**src/rtl/attn_core_sequencer.sv**
```systemverilog
// rtl/attn_core_sequencer.sv - instruction sequencer driving one attention core pass per start pulse
module attn_core_sequencer #(
  parameter int col         = 8,
  parameter int total_cycle = 8,
  parameter int load_gap    = 8,
  parameter int addr_w      = 4
) (
  input  logic        clk,
  input  logic        reset,
  input  logic        start,
  input  logic        ofifo_valid,
  output logic [18:0] inst,
  output logic        vec_req,
  output logic        vec_kind,
  output logic [3:0]  vec_idx,
  output logic        busy,
  output logic        done
);

  localparam int CW = 5;

  typedef enum logic [2:0] {
    IDLE, WR_Q, WR_K, LD_K, GAP, EXEC, DRAIN, DONE
  } state_t;

  state_t          state_q, state_d;
  logic [CW-1:0]   cnt_q, cnt_d;
  logic [CW-1:0]   j_q, j_d;
  logic [18:0]     inst_q, inst_d;
  logic            vec_req_q, vec_req_d;
  logic            vec_kind_q, vec_kind_d;
  logic [3:0]      vec_idx_q, vec_idx_d;
  logic            busy_q, busy_d;
  logic            done_q, done_d;
  logic            rd_d;
  logic            wr_d;
  logic [addr_w-1:0] wr_row;

  // A read issued in the current cycle (inst_q[16]) becomes the pmem write of the next cycle.
  always_comb begin
    state_d = state_q;
    cnt_d   = cnt_q + CW'(1);
    case (state_q)
      IDLE: begin
        cnt_d = '0;
        if (start) state_d = WR_Q;
      end
      WR_Q: if (cnt_q == CW'(total_cycle - 1)) begin
        state_d = WR_K;
        cnt_d   = '0;
      end
      WR_K: if (cnt_q == CW'(col - 1)) begin
        state_d = LD_K;
        cnt_d   = '0;
      end
      LD_K: if (cnt_q == CW'(col - 1)) begin
        state_d = (load_gap == 0) ? EXEC : GAP;
        cnt_d   = '0;
      end
      GAP: if (cnt_q == CW'(load_gap - 1)) begin
        state_d = EXEC;
        cnt_d   = '0;
      end
      EXEC: if (cnt_q == CW'(total_cycle - 1)) begin
        state_d = DRAIN;
        cnt_d   = '0;
      end
      DRAIN: begin
        cnt_d = '0;
        if (inst_q[0] && !inst_q[16] && (j_q == CW'(total_cycle))) state_d = DONE;
      end
      DONE: begin
        cnt_d   = '0;
        state_d = IDLE;
      end
      default: begin
        cnt_d   = '0;
        state_d = IDLE;
      end
    endcase
  end

  always_comb begin
    rd_d       = (state_d == DRAIN) && (j_q < CW'(total_cycle)) && ofifo_valid;
    wr_d       = (state_q == DRAIN) && inst_q[16];
    j_d        = (state_d == DRAIN) ? (j_q + CW'(rd_d)) : '0;
    wr_row     = addr_w'(j_q - CW'(1));
    inst_d     = '0;
    vec_req_d  = 1'b0;
    vec_kind_d = 1'b0;
    vec_idx_d  = '0;
    busy_d     = (state_d != IDLE) && (state_d != DONE);
    done_d     = (state_d == DONE);
    case (state_d)
      WR_Q: begin
        inst_d[2]             = 1'b1;
        inst_d[12 +: addr_w]  = cnt_d[addr_w-1:0];
        vec_req_d             = 1'b1;
        vec_idx_d             = cnt_d[3:0];
      end
      WR_K: begin
        inst_d[4]             = 1'b1;
        inst_d[12 +: addr_w]  = cnt_d[addr_w-1:0];
        vec_req_d             = 1'b1;
        vec_kind_d            = 1'b1;
        vec_idx_d             = cnt_d[3:0];
      end
      LD_K: begin
        inst_d[5]             = 1'b1;
        inst_d[6]             = 1'b1;
        inst_d[12 +: addr_w]  = cnt_d[addr_w-1:0];
      end
      EXEC: begin
        inst_d[3]             = 1'b1;
        inst_d[7]             = 1'b1;
        inst_d[12 +: addr_w]  = cnt_d[addr_w-1:0];
      end
      DRAIN: begin
        inst_d[16]            = rd_d;
        inst_d[0]             = wr_d;
        if (wr_d) inst_d[8 +: addr_w] = wr_row;
      end
      default: inst_d = '0;
    endcase
  end

  always_ff @(posedge clk) begin
    if (!reset) begin
      state_q    <= IDLE;
      cnt_q      <= '0;
      j_q        <= '0;
      inst_q     <= '0;
      vec_req_q  <= 1'b0;
      vec_kind_q <= 1'b0;
      vec_idx_q  <= '0;
      busy_q     <= 1'b0;
      done_q     <= 1'b0;
    end else begin
      state_q    <= state_d;
      cnt_q      <= cnt_d;
      j_q        <= j_d;
      inst_q     <= inst_d;
      vec_req_q  <= vec_req_d;
      vec_kind_q <= vec_kind_d;
      vec_idx_q  <= vec_idx_d;
      busy_q     <= busy_d;
      done_q     <= done_d;
    end
  end

  assign inst     = inst_q;
  assign vec_req  = vec_req_q;
  assign vec_kind = vec_kind_q;
  assign vec_idx  = vec_idx_q;
  assign busy     = busy_q;
  assign done     = done_q;

endmodule

```
**config.mk**
```make
export PLATFORM = sky130hd
export DESIGN_NAME = attn_core_sequencer
export DESIGN_NICKNAME = d
export VERILOG_FILES = /design/src/rtl/attn_core_sequencer.sv
export SDC_FILE = /design/constraint.sdc
export NUM_CORES = 1
export LEC_CHECK = 0
export ABC_AREA = 0
export BUFFER_PORTS_ARGS = -buffer_cell sky130_fd_sc_hd__buf_2
export CAP_MARGIN = 20
export CORE_MARGIN = 2
export CORE_UTILIZATION = 53
export CTS_BUF_LIST = sky130_fd_sc_hd__clkbuf_16
export DETAILED_ROUTE_END_ITERATION = 7
export PLACE_DENSITY = 0.78
export SETUP_SLACK_MARGIN = 0.4
export SLEW_MARGIN = 40
export SYNTH_ARGS = -nofsm -noshare
export SYNTH_HDL_FRONTEND = slang
export SYNTH_SLANG_ARGS = --single-unit
export TNS_END_PERCENT = 10
```
**constraint.sdc**
```tcl
create_clock -name clk -period 2.88 [get_ports clk]
set_input_delay 0 -clock clk [delete_from_list [all_inputs] [get_ports clk]]
set_output_delay 0 -clock clk [all_outputs]
set_load 0.03 [all_outputs]
```
==> qor.csv, run 1 <==
stage,metric,value,unit
floorplan,top_level_ports,31,
run_status,result_of_the_run,finished clean,
setup_path,end_kind,flip-flop,
setup_path,cp_data_arrival_time,2.45,ns
global_routing,first_global_vias,994,
timing,worst_slew_pin_slew,0.6894,ns
clock_tree,tritoncts,built,
timing,hold_viol,0,
layout,drive_gt1_frac,0.2614,
layout,n_antenna_cell,0,
detailed_routing,drtIter0Drc,38,
global_routing,antenna_found_initial,0,
pwr,p_clk_frac,0.529,
min_path,hold_depth,2,
logic_synthesis,yosys_warnings,0,
logic_synthesis,syn-instance-count,148,
timing,finalCriticalPeriod,2.279,ns
layout,layout.cells.most_common,dfxtp_1,
logic_synthesis,ys_seq_elements,34,
setup_path,worst_reg_to_reg_path_cell_count,9,
detailed_routing,vias,1107,
setup_path,worst-path-max-fanout,7,
detailed_routing,drt.antenna.violating_nets,0,
clock_tree,clk-insertion-delay-late,0.28,ns
placed_design,place.detailed.hpwl,1891,um
logic_synthesis,synthesis.area,1473,sq um
floorplan,core_region_area,2686,sq um
clock_tree,clockRootBuffer,clkbuf_16,
floorplan,initial_core_util,0.5482,
setup_path,required,3.05,ns
global_routing,first_pass_grt_wire_length,4409,um
clock_tree,cts.repair.resized,0,
clock_tree,numCtsBuffers,5,
logic_synthesis,async_reset_ff_frac,0,
min_path,hp-class,in2reg,
placed_design,globalplace.congestion,0.8308,
layout,utilization,0.6502,
global_routing,pin_count_of_the_biggest_net_entering_global_routing,18,
pwr,power.net_switching,0.2361,mW
timing,clock.fmax,438.7,MHz
detailed_routing,drt-pass1-iter-count,4,
setup_path,timing.critical_path.from,cnt_q[0]$_SDFF_PN0_,
timing,skew,0.003878,ns
setup_path,critPathLaunchType,flip-flop,
layout,fillerInstances,215,
flow_run,number_of_violations_of_the_max_capacitance_limit,0,
timing,fin_setup_tns,0,ns
pwr,share_seq_of_total_power,0.426,
detailed_routing,via_per_inst,5.348,
layout,highest_count_cells_in_the_layout_ignoring_fill_and_taps,"dfxtp_1 (34), buf_2 (27), nor2_1 (17)",
global_routing,global_route.overflow_total,0,
timing,worst_slew_margin_rel,0.5398,
logic_synthesis,dominantRegCellSynth,dfxtp_1,
logic_synthesis,seq_area_frac_synth,0.4622,
clock_tree,cts.htree.levels,2,
min_path,startpoint_of_the_most_critical_hold_path,reset,
pwr,static-leakage-power,0.8116,nW
pwr,p_int,0.9020,mW
logic_synthesis,yosysUniqueCellTypes,44,
clock_tree,cts.reportedPaths.clkPinSlew,0.05,ns
timing,setup-violations-final,0,
logic_synthesis,avgSynthCellArea,9.950,sq um
floorplan,chip_width,56.71,um
pwr,ir_drop,667.2,uV
pwr,combinational_share_of_power,0.045,
timing,final.period_utilization,0.7914,
placed_design,portBuffers,27,
setup_path,crit-reg2reg-launch,cnt_q[0]$_SDFF_PN0_,
detailed_routing,route.detailed.drc,0,
detailed_routing,routed_wire_length_per_instance,13.14,um
pwr,netSwitchingFraction,0.2075,
clock_tree,cts.path.max_buffers,2,
floorplan,fp.dieArea,3216,sq um
timing,grt_setup_unrepaired,false,
floorplan,fp.dieH,56.71,um
logic_synthesis,synth_enable_flop_cells,0,
global_routing,groute.usage.overall,0.1855,
clock_tree,numClockSinks,34,
floorplan,num_rows,19,
timing,drv_slew,0,
pwr,powerDensity,651.6,nW/um^2
setup_path,critPathKind,reg2reg,
layout,syn2layout_area_growth,18.61,%
layout,num-nets-final,184,
detailed_routing,totalWireLength,2720,um
-- synthesized netlist by cell type, types with 3 or more instances --
master    n  share of area
and2_1    7          0.030
buf_4     6          0.031
dfxtp_1  34           0.46
ha_1      5          0.042
inv_1     7          0.018
nand2_1   9          0.023
nand3_1   6          0.020
nor2_1   17          0.043
nor3_1    5          0.017
nor3b_1   3          0.015
xnor2_1   6          0.036
xor2_1    4          0.024
-- state kept, by name, indices dropped and copies added (netlist names) --
register,cells
state_q,3
vec_req,1
cnt_q,5
inst,14
done,1
vec_idx,4
j_q,5
busy,1
-- stage by stage --
| step | std cells | setup slack, ns | hold WS, ns | power (mW) | area (sq um) |
|---|---|---|---|---|---|
| floorplan | 150 | 0.7649 | 0.1604 | 0.5393 | 1480 |
| global placement | 196 | 0.7124 | 0.3856 | 0.5442 | 1554 |
| detailed placement | 196 | 0.5673 | 0.3926 | 0.5456 | 1554 |
| CTS | 204 | 0.5403 | 0.1007 | 1.150 | 1724 |
| global route | 207 | 0.4136 | 0.1155 | 1.172 | 1747 |
| finish | 207 | 0.6007 | 0.1007 | 1.138 | 1747 |
-- cell type report --
cell class | instances | area (sq um) | area share
sequential | 34 | 680.7 | 0.3897
multi-input combinational | 96 | 669.4 | 0.3832
inverter | 8 | 30.03 | 0.01719
tap | 31 | 38.79 | 0.02221
clock inverter | 3 | 45.04 | 0.02579
timing repair buffer | 30 | 157.7 | 0.09026
clock buffer | 5 | 125.1 | 0.07163
-- logic make-up (layout without fill, tap and decap cells) --
group | Yosys count | in the layout | synth area share
fa+ha+maj | 5 | 5 | 0.04248
buf+inv | 20 | 46 | 0.08836
simple gates | 64 | 64 | 0.2523
xor+xnor | 10 | 10 | 0.05947
compound gates | 14 | 14 | 0.09261
flops | 34 | 34 | 0.4622
other cells | 1 | 3 | 0.002546
-- layer usage --
| layer | vias up | GRT usage | share of wire |
|---|---|---|---|
| li1 | 546 | - | - |
| met1 | 514 | 0.2014 | 0.42 |
| met2 | 38 | 0.3023 | 0.49 |
| met3 | 9 | 0.08065 | 0.062 |
| met4 | 0 | 0.09864 | 0.027 |
| met5 | - | 0 | 0 |
-- power by group through the flow --
stage	clock network [mW]	logic (mW)	registers, mW
floorplan	0	0.0396	0.500
global placement	0	0.0498	0.494
detailed placement	0	0.0506	0.495
CTS	0.614	0.0511	0.485
global route	0.630	0.0563	0.486
finish	0.602	0.0511	0.485
-- worst max-delay path: stages (launching register included) --
cell and delay, ns:
dfxtp_1 0.36, ha_1 0.22, and4bb_4 0.32, nand3b_4 0.11, a2111oi_2 0.39, ha_1 0.25, ha_1 0.20, nand3_1 0.10
xnor2_1 0.16, nor2_1 0.05
-- path summary, 6_finish.rpt --
path	slack (ns)	endpoint
setup reg to reg	0.60	j_q[4]$_SDFF_PN0_
hold / removal	0.10	state_q[2]$_SDFF_PN0_
setup / recovery	0.60	j_q[4]$_SDFF_PN0_
hold reg to reg	0.48	inst[8]$_SDFF_PN0_
-- what timing repair did --
action | in CTS | in global routing
hold buffers | 0 | 0
setup endpoints to repair | 0 | 1
buffers inserted | 0 | 3
Note: power is estimated with default switching activity, not from simulation.
==> run 2, diff against run 1 <==
==> constraint.sdc (replaced) <==
create_clock -name clk -period 2.1 [get_ports clk]
set_input_delay 0 -clock clk [delete_from_list [all_inputs] [get_ports clk]]
set_output_delay 0 -clock clk [all_outputs]
set_load 0.03 [all_outputs]
==> qor.csv, run 2 (same netlist as run 1, synthesis figures left out) <==
stage,metric,value,unit,change
setup_path,end_kind,flip-flop,,
setup_path,critPathKind,reg2reg,,
run_status,result_of_the_run,finished clean,,
floorplan,fp.dieH,56.71,um,unchanged
pwr,total_power,1.676,mW,+47%
detailed_routing,drt.antenna.violating_nets,0,,unchanged
setup_path,worst-path-max-fanout,2,,-5
global_routing,pin_count_of_the_biggest_net_entering_global_routing,15,,-3
detailed_routing,route.detailed.drc,0,,unchanged
clock_tree,cts.path.max_buffers,2,,unchanged
layout,syn2layout_area_growth,28.04,%,
timing,setup-violations-final,0,,unchanged
detailed_routing,via_per_inst,5.277,,-1.3%
floorplan,num_rows,19,,unchanged
timing,worst_slew_margin_rel,0.6221,,+0.08229
global_routing,first_pass_grt_wire_length,4761,um,+8.0%
timing,clock.fmax,497.0,MHz,+13%
clock_tree,cts.htree.levels,2,,unchanged
global_routing,global_route.overflow_total,0,,unchanged
placed_design,place.detailed.hpwl,2071,um,+9.5%
layout,highest_count_cells_in_the_layout_ignoring_fill_and_taps,"dfxtp_1 (32), buf_2 (27), nor2_1 (17)",,
timing,skew,0.001730,ns,-0.002148 ns
floorplan,core_region_area,2686,sq um,unchanged
clock_tree,cts.reportedPaths.clkPinSlew,0.05,ns,about the same
placed_design,portBuffers,27,,unchanged
layout,utilization,0.7019,,+0.05170
timing,post-route-worst-setup-slack,0.08773,ns,-0.5130 ns
floorplan,top_level_ports,31,,unchanged
pwr,share_seq_of_total_power,0.394,,-0.032
layout,post_layout_nonfiller_instances,213,,+2.9%
timing,grt_setup_unrepaired,true,,
timing,finalCriticalPeriod,2.012,ns,-0.2670 ns
timing,hold_viol,0,,unchanged
floorplan,chip_width,56.71,um,unchanged
min_path,hp-class,in2reg,,
detailed_routing,drtIter0Drc,24,,-37%
layout,layout.cells.most_common,dfxtp_1,,
pwr,static-leakage-power,0.8569,nW,+5.6%
floorplan,initial_core_util,0.5482,,unchanged
clock_tree,tritoncts,built,,
layout,drive_gt1_frac,0.3297,,+0.06831
setup_path,critPathLaunchType,flip-flop,,
layout,num-nets-final,190,,+3.3%
placed_design,place_ws,0.01677,ns,-0.5505 ns
pwr,p_clk_frac,0.556,,+0.027
timing,worst_slew_pin_slew,0.5669,ns,-0.1225 ns
pwr,powerDensity,888.9,nW/um^2,+36%
global_routing,antenna_found_initial,0,,unchanged
global_routing,groute.usage.overall,0.1997,,+0.01422
clock_tree,numCtsBuffers,5,,unchanged
detailed_routing,vias,1124,,+1.5%
layout,postLayoutCellArea,1886,sq um,+8.0%
clock_tree,numClockSinks,34,,unchanged
detailed_routing,totalWireLength,2954,um,+8.6%
detailed_routing,drt-pass1-iter-count,4,,unchanged
pwr,ir_drop,808.0,uV,+21%
layout,n_antenna_cell,0,,unchanged
detailed_routing,routed_wire_length_per_instance,13.87,um,+5.5%
clock_tree,clk-insertion-delay-late,0.27,ns,about the same
placed_design,postPlaceCellArea,1639,sq um,+5.5%
global_routing,first_global_vias,1083,,+9.0%
placed_design,globalplace.congestion,0.7843,,-5.6%
pwr,combinational_share_of_power,0.050,,+0.005
layout,largest_reg_flops,14,,unchanged
timing,final.period_utilization,0.9582,,+0.1668
setup_path,required,2.26,ns,-0.79 ns
pwr,netSwitchingFraction,0.1890,,-0.01845
timing,drv_slew,0,,unchanged
setup_path,cp_data_arrival_time,2.17,ns,-0.28 ns
pwr,p_int,1.359,mW,+51%
placed_design,numPlacedInstances,201,,+2.6%
timing,fin_setup_tns,0,ns,unchanged
pwr,power.net_switching,0.3168,mW,+34%
clock_tree,clockRootBuffer,clkbuf_16,,
floorplan,fp.dieArea,3216,sq um,unchanged
timing,holdWs,0.1120,ns,+0.01125 ns
flow_run,number_of_violations_of_the_max_capacitance_limit,0,,unchanged
run 2: worst max-delay path, stage by stage (launching register included):
cell       delay, ns
dfxtp_2         0.35
ha_4            0.13
and4bb_4        0.25
nand3b_4        0.09
a2111oi_4       0.34
ha_2            0.27
ha_4            0.16
nand3_4         0.08
xnor2_2         0.16
nor2_1          0.07
run 2: cell type report:
type	count	area (sq um)
fillers	201	800.8
clock buffers	5	125.1
inverters	8	30.03
clock inverters	3	63.81
repair buffers	36	202.7
flip-flops and latches	34	683.2
well taps	31	38.79
multi-input cells	96	742.0
run 2: routing by layer:
metal / vias up / track usage / wire length (um)
met1: 534 / 0.2124 / 1248
met2: 29 / 0.3422 / 1534
met5: - / 0 / 0
met4: 0 / 0.1088 / 27
met3: 4 / 0.06912 / 143
li1: 557 / - / -
run 2: repair_timing:
item                                    CTS  global route
endpoints found under the setup margin   10            13
setup buffers                             4             0
gates resized for setup                   2             2
hold buffers                              0             0
pin swaps                                 4             5
run 2: worst paths after layout:
| check | from | end | slack [ns] | cells past startpoint |
|---|---|---|---|---|
| worst min register to register | j_q[0]$_SDFF_PN0_ | inst[8]$_SDFF_PN0_ | 0.47 | 1 |
| worst max-delay path | cnt_q[0]$_SDFF_PN0_ | j_q[4]$_SDFF_PN0_ | 0.09 | 9 |
| worst min-delay path | reset | state_q[2]$_SDFF_PN0_ | 0.11 | 2 |
| worst max register to register | cnt_q[0]$_SDFF_PN0_ | j_q[4]$_SDFF_PN0_ | 0.09 | 9 |
run 2: power by group through the flow:
stage                     sequential, mW  clock, mW  combinational (mW)
after floorplan                    0.686          0              0.0547
after global placement             0.674          0              0.0781
after detailed placement           0.675          0              0.0796
after CTS                          0.661      0.939              0.0822
after global routing               0.661      0.965              0.0892
final                              0.661      0.931              0.0838
==> run 3, diff against run 2 <==
--- a/config.mk
+++ b/config.mk
@@ -10,7 +10,6 @@
 export CAP_MARGIN = 20
 export CORE_MARGIN = 2
 export CORE_UTILIZATION = 53
-export CTS_BUF_LIST = sky130_fd_sc_hd__clkbuf_16
 export DETAILED_ROUTE_END_ITERATION = 7
 export PLACE_DENSITY = 0.78
 export SETUP_SLACK_MARGIN = 0.4
==> qor.csv, run 3 (same netlist as run 1, synthesis figures left out) <==
stage,metric,value,unit,change
timing,post-route-worst-setup-slack,0.1618,ns,+0.07409 ns
floorplan,core_region_area,2686,sq um,unchanged
global_routing,first_pass_grt_wire_length,4650,um,-2.3%
setup_path,timing.critical_path.cells,ha_4 -> and4bb_4 -> nand3b_4 -> a2111oi_4 -> ha_2 -> ha_4 -> nand3_4 -> xnor2_2 -> nor2_1,,
pwr,ir_drop,843.9,uV,+4.4%
clock_tree,tritoncts,built,,
setup_path,worstReg2RegEnd,j_q[4]$_SDFF_PN0_,,
timing,clock.fmax,515.9,MHz,+3.8%
clock_tree,cts.htree.levels,2,,unchanged
floorplan,fp.dieH,56.71,um,unchanged
placed_design,globalplace.congestion,0.7843,,unchanged
setup_path,worst_reg_to_reg_path_cell_count,9,,unchanged
setup_path,crit-reg2reg-launch,cnt_q[0]$_SDFF_PN0_,,
detailed_routing,totalWireLength,2856,um,-3.3%
setup_path,path_delay_family,adder cells,,
run_status,result_of_the_run,finished clean,,
setup_path,reg2reg_setup_slack,0.16,ns,+0.07 ns
clock_tree,cts_hold_buffers,0,,unchanged
clock_tree,numCtsBuffers,5,,unchanged
setup_path,critPathLaunchType,flip-flop,,
placed_design,portBuffers,27,,unchanged
floorplan,num_rows,19,,unchanged
global_routing,antenna_found_initial,0,,unchanged
timing,setup-violations-final,0,,unchanged
pwr,powerDensity,765.5,nW/um^2,-14%
timing,worst_slew_pin_slew,0.5504,ns,-0.01654 ns
setup_path,slowest_stage,dfxtp_2,,
placed_design,place_ws,0.01677,ns,unchanged
floorplan,top_level_ports,31,,unchanged
min_path,hold_depth,2,,unchanged
setup_path,crit_buf_inv,0,,unchanged
detailed_routing,via_per_inst,5.349,,+1.4%
timing,worst_slew_margin_rel,0.6331,,+0.01103
setup_path,critPathKind,reg2reg,,
timing,hold_viol,0,,unchanged
timing,skew,0.005373,ns,+0.003643 ns
placed_design,place.detailed.hpwl,2071,um,unchanged
global_routing,global_route.overflow_total,0,,unchanged
flow_run,number_of_violations_of_the_max_capacitance_limit,0,,unchanged
clock_tree,clk-insertion-delay-late,0.34,ns,+0.07 ns
timing,final.period_utilization,0.9229,,-0.03528
setup_path,worst-path-max-fanout,2,,unchanged
detailed_routing,route.detailed.drc,0,,unchanged
setup_path,cpMostUsedCell,ha_4,,
detailed_routing,drtIter0Drc,23,,-4.2%
pwr,static-leakage-power,0.8158,nW,-4.8%
setup_path,crit_path_max_incr_delay,0.37,ns,+0.02 ns
floorplan,chip_width,56.71,um,unchanged
min_path,whs_endpoint,state_q[2]$_SDFF_PN0_,,
layout,highest_count_cells_in_the_layout_ignoring_fill_and_taps,"dfxtp_1 (32), buf_2 (27), nor2_1 (17)",,
detailed_routing,drt-pass1-iter-count,4,,unchanged
timing,grt_setup_unrepaired,true,,
detailed_routing,vias,1134,,+0.89%
layout,layout.cells.most_common,dfxtp_1,,
setup_path,cp_data_arrival_time,2.18,ns,about the same
min_path,startpoint_of_the_most_critical_hold_path,reset,,
clock_tree,numClockSinks,34,,unchanged
global_routing,first_global_vias,1089,,+0.55%
timing,finalCriticalPeriod,1.938,ns,-0.07409 ns
detailed_routing,routed_wire_length_per_instance,13.47,um,-2.9%
timing,fin_setup_tns,0,ns,unchanged
clock_tree,clockRootBuffer,clkbuf_4,,
clock_tree,cts.reportedPaths.clkPinSlew,0.10,ns,+0.05 ns
floorplan,initial_core_util,0.5482,,unchanged
setup_path,timing.critical_path.from,cnt_q[0]$_SDFF_PN0_,,
layout,num-nets-final,189,,-0.53%
timing,drv_slew,0,,unchanged
floorplan,fp.dieArea,3216,sq um,unchanged
setup_path,end_kind,flip-flop,,
layout,drive_gt1_frac,0.3204,,-0.009228
layout,largest_reg_flops,14,,unchanged
min_path,hp-class,in2reg,,
global_routing,pin_count_of_the_biggest_net_entering_global_routing,15,,unchanged
detailed_routing,drt.antenna.violating_nets,0,,unchanged
layout,n_antenna_cell,0,,unchanged
setup_path,required,2.34,ns,+0.08 ns
clock_tree,cts.path.max_buffers,2,,unchanged
global_routing,groute.usage.overall,0.1910,,-0.008662
layout,syn2layout_area_growth,21.41,%,
run 3: changes by cell type in the layout (fill, tap and decap cells not counted), sizes merged:
cell	delta
buf	-1
clkbuf	+1
clkinv	-1
run 3: layout make-up:
class,instances,area [sq um]
clock buffer,6,51.30
clock inverter,2,60.06
fill,219,898.4
inverter,8,30.03
multi-input combinational,96,729.5
sequential,34,683.2
tap,31,38.79
timing repair buffer,35,195.2
run 3: report_power, final:
group	switching [mW]	total, mW	internal [mW]
Clock	0.223	0.626	0.403
Combinational	0.0544	0.0828	0.0285
Sequential	0.00547	0.660	0.654
run 3: worst max path at each step:
| stage | cells past startpoint | endpoint | slack [ns] |
|---|---|---|---|
| after global placement | 9 | j_q[4]$_SDFF_PN0_ | 0.12 |
| after global routing | 9 | j_q[4]$_SDFF_PN0_ | 0.06 |
| after floorplan | 10 | j_q[4]$_SDFF_PN0_ | 0.02 |
| final | 9 | j_q[4]$_SDFF_PN0_ | 0.16 |
| after detailed placement | 9 | j_q[4]$_SDFF_PN0_ | 0.02 |
| after CTS | 9 | j_q[4]$_SDFF_PN0_ | 0.14 |
run 3: what timing repair did:
action,CTS,global route
gates resized for setup,2,0
setup endpoints to repair,10,12
buffers inserted,3,0
pin swaps,4,1
run 3: through the flow:
stage | cell area [sq um] | power [mW] | instances | util | hold slack, ns
2_1_floorplan | 1528 | 0.7409 | 150 | - | 0.1604
3_3_place_gp | 1639 | 0.7524 | 201 | 0.6102 | 0.3857
3_5_place_dp | 1639 | 0.7543 | 201 | 0.6102 | 0.3967
4_1_cts | 1788 | 1.375 | 212 | 0.6656 | 0.03020
5_1_grt | 1788 | 1.408 | 212 | 0.6656 | 0.03009
6_report | 1788 | 1.369 | 212 | 0.6656 | 0.04061
run 3: per-layer routing:
| metal | wire length [um] | global-route usage |
|---|---|---|
| met3 | 144 | 0.05530 |
| met4 | 68 | 0.1190 |
| met2 | 1406 | 0.3239 |
| met5 | 0 | 0 |
| met1 | 1236 | 0.2066 |
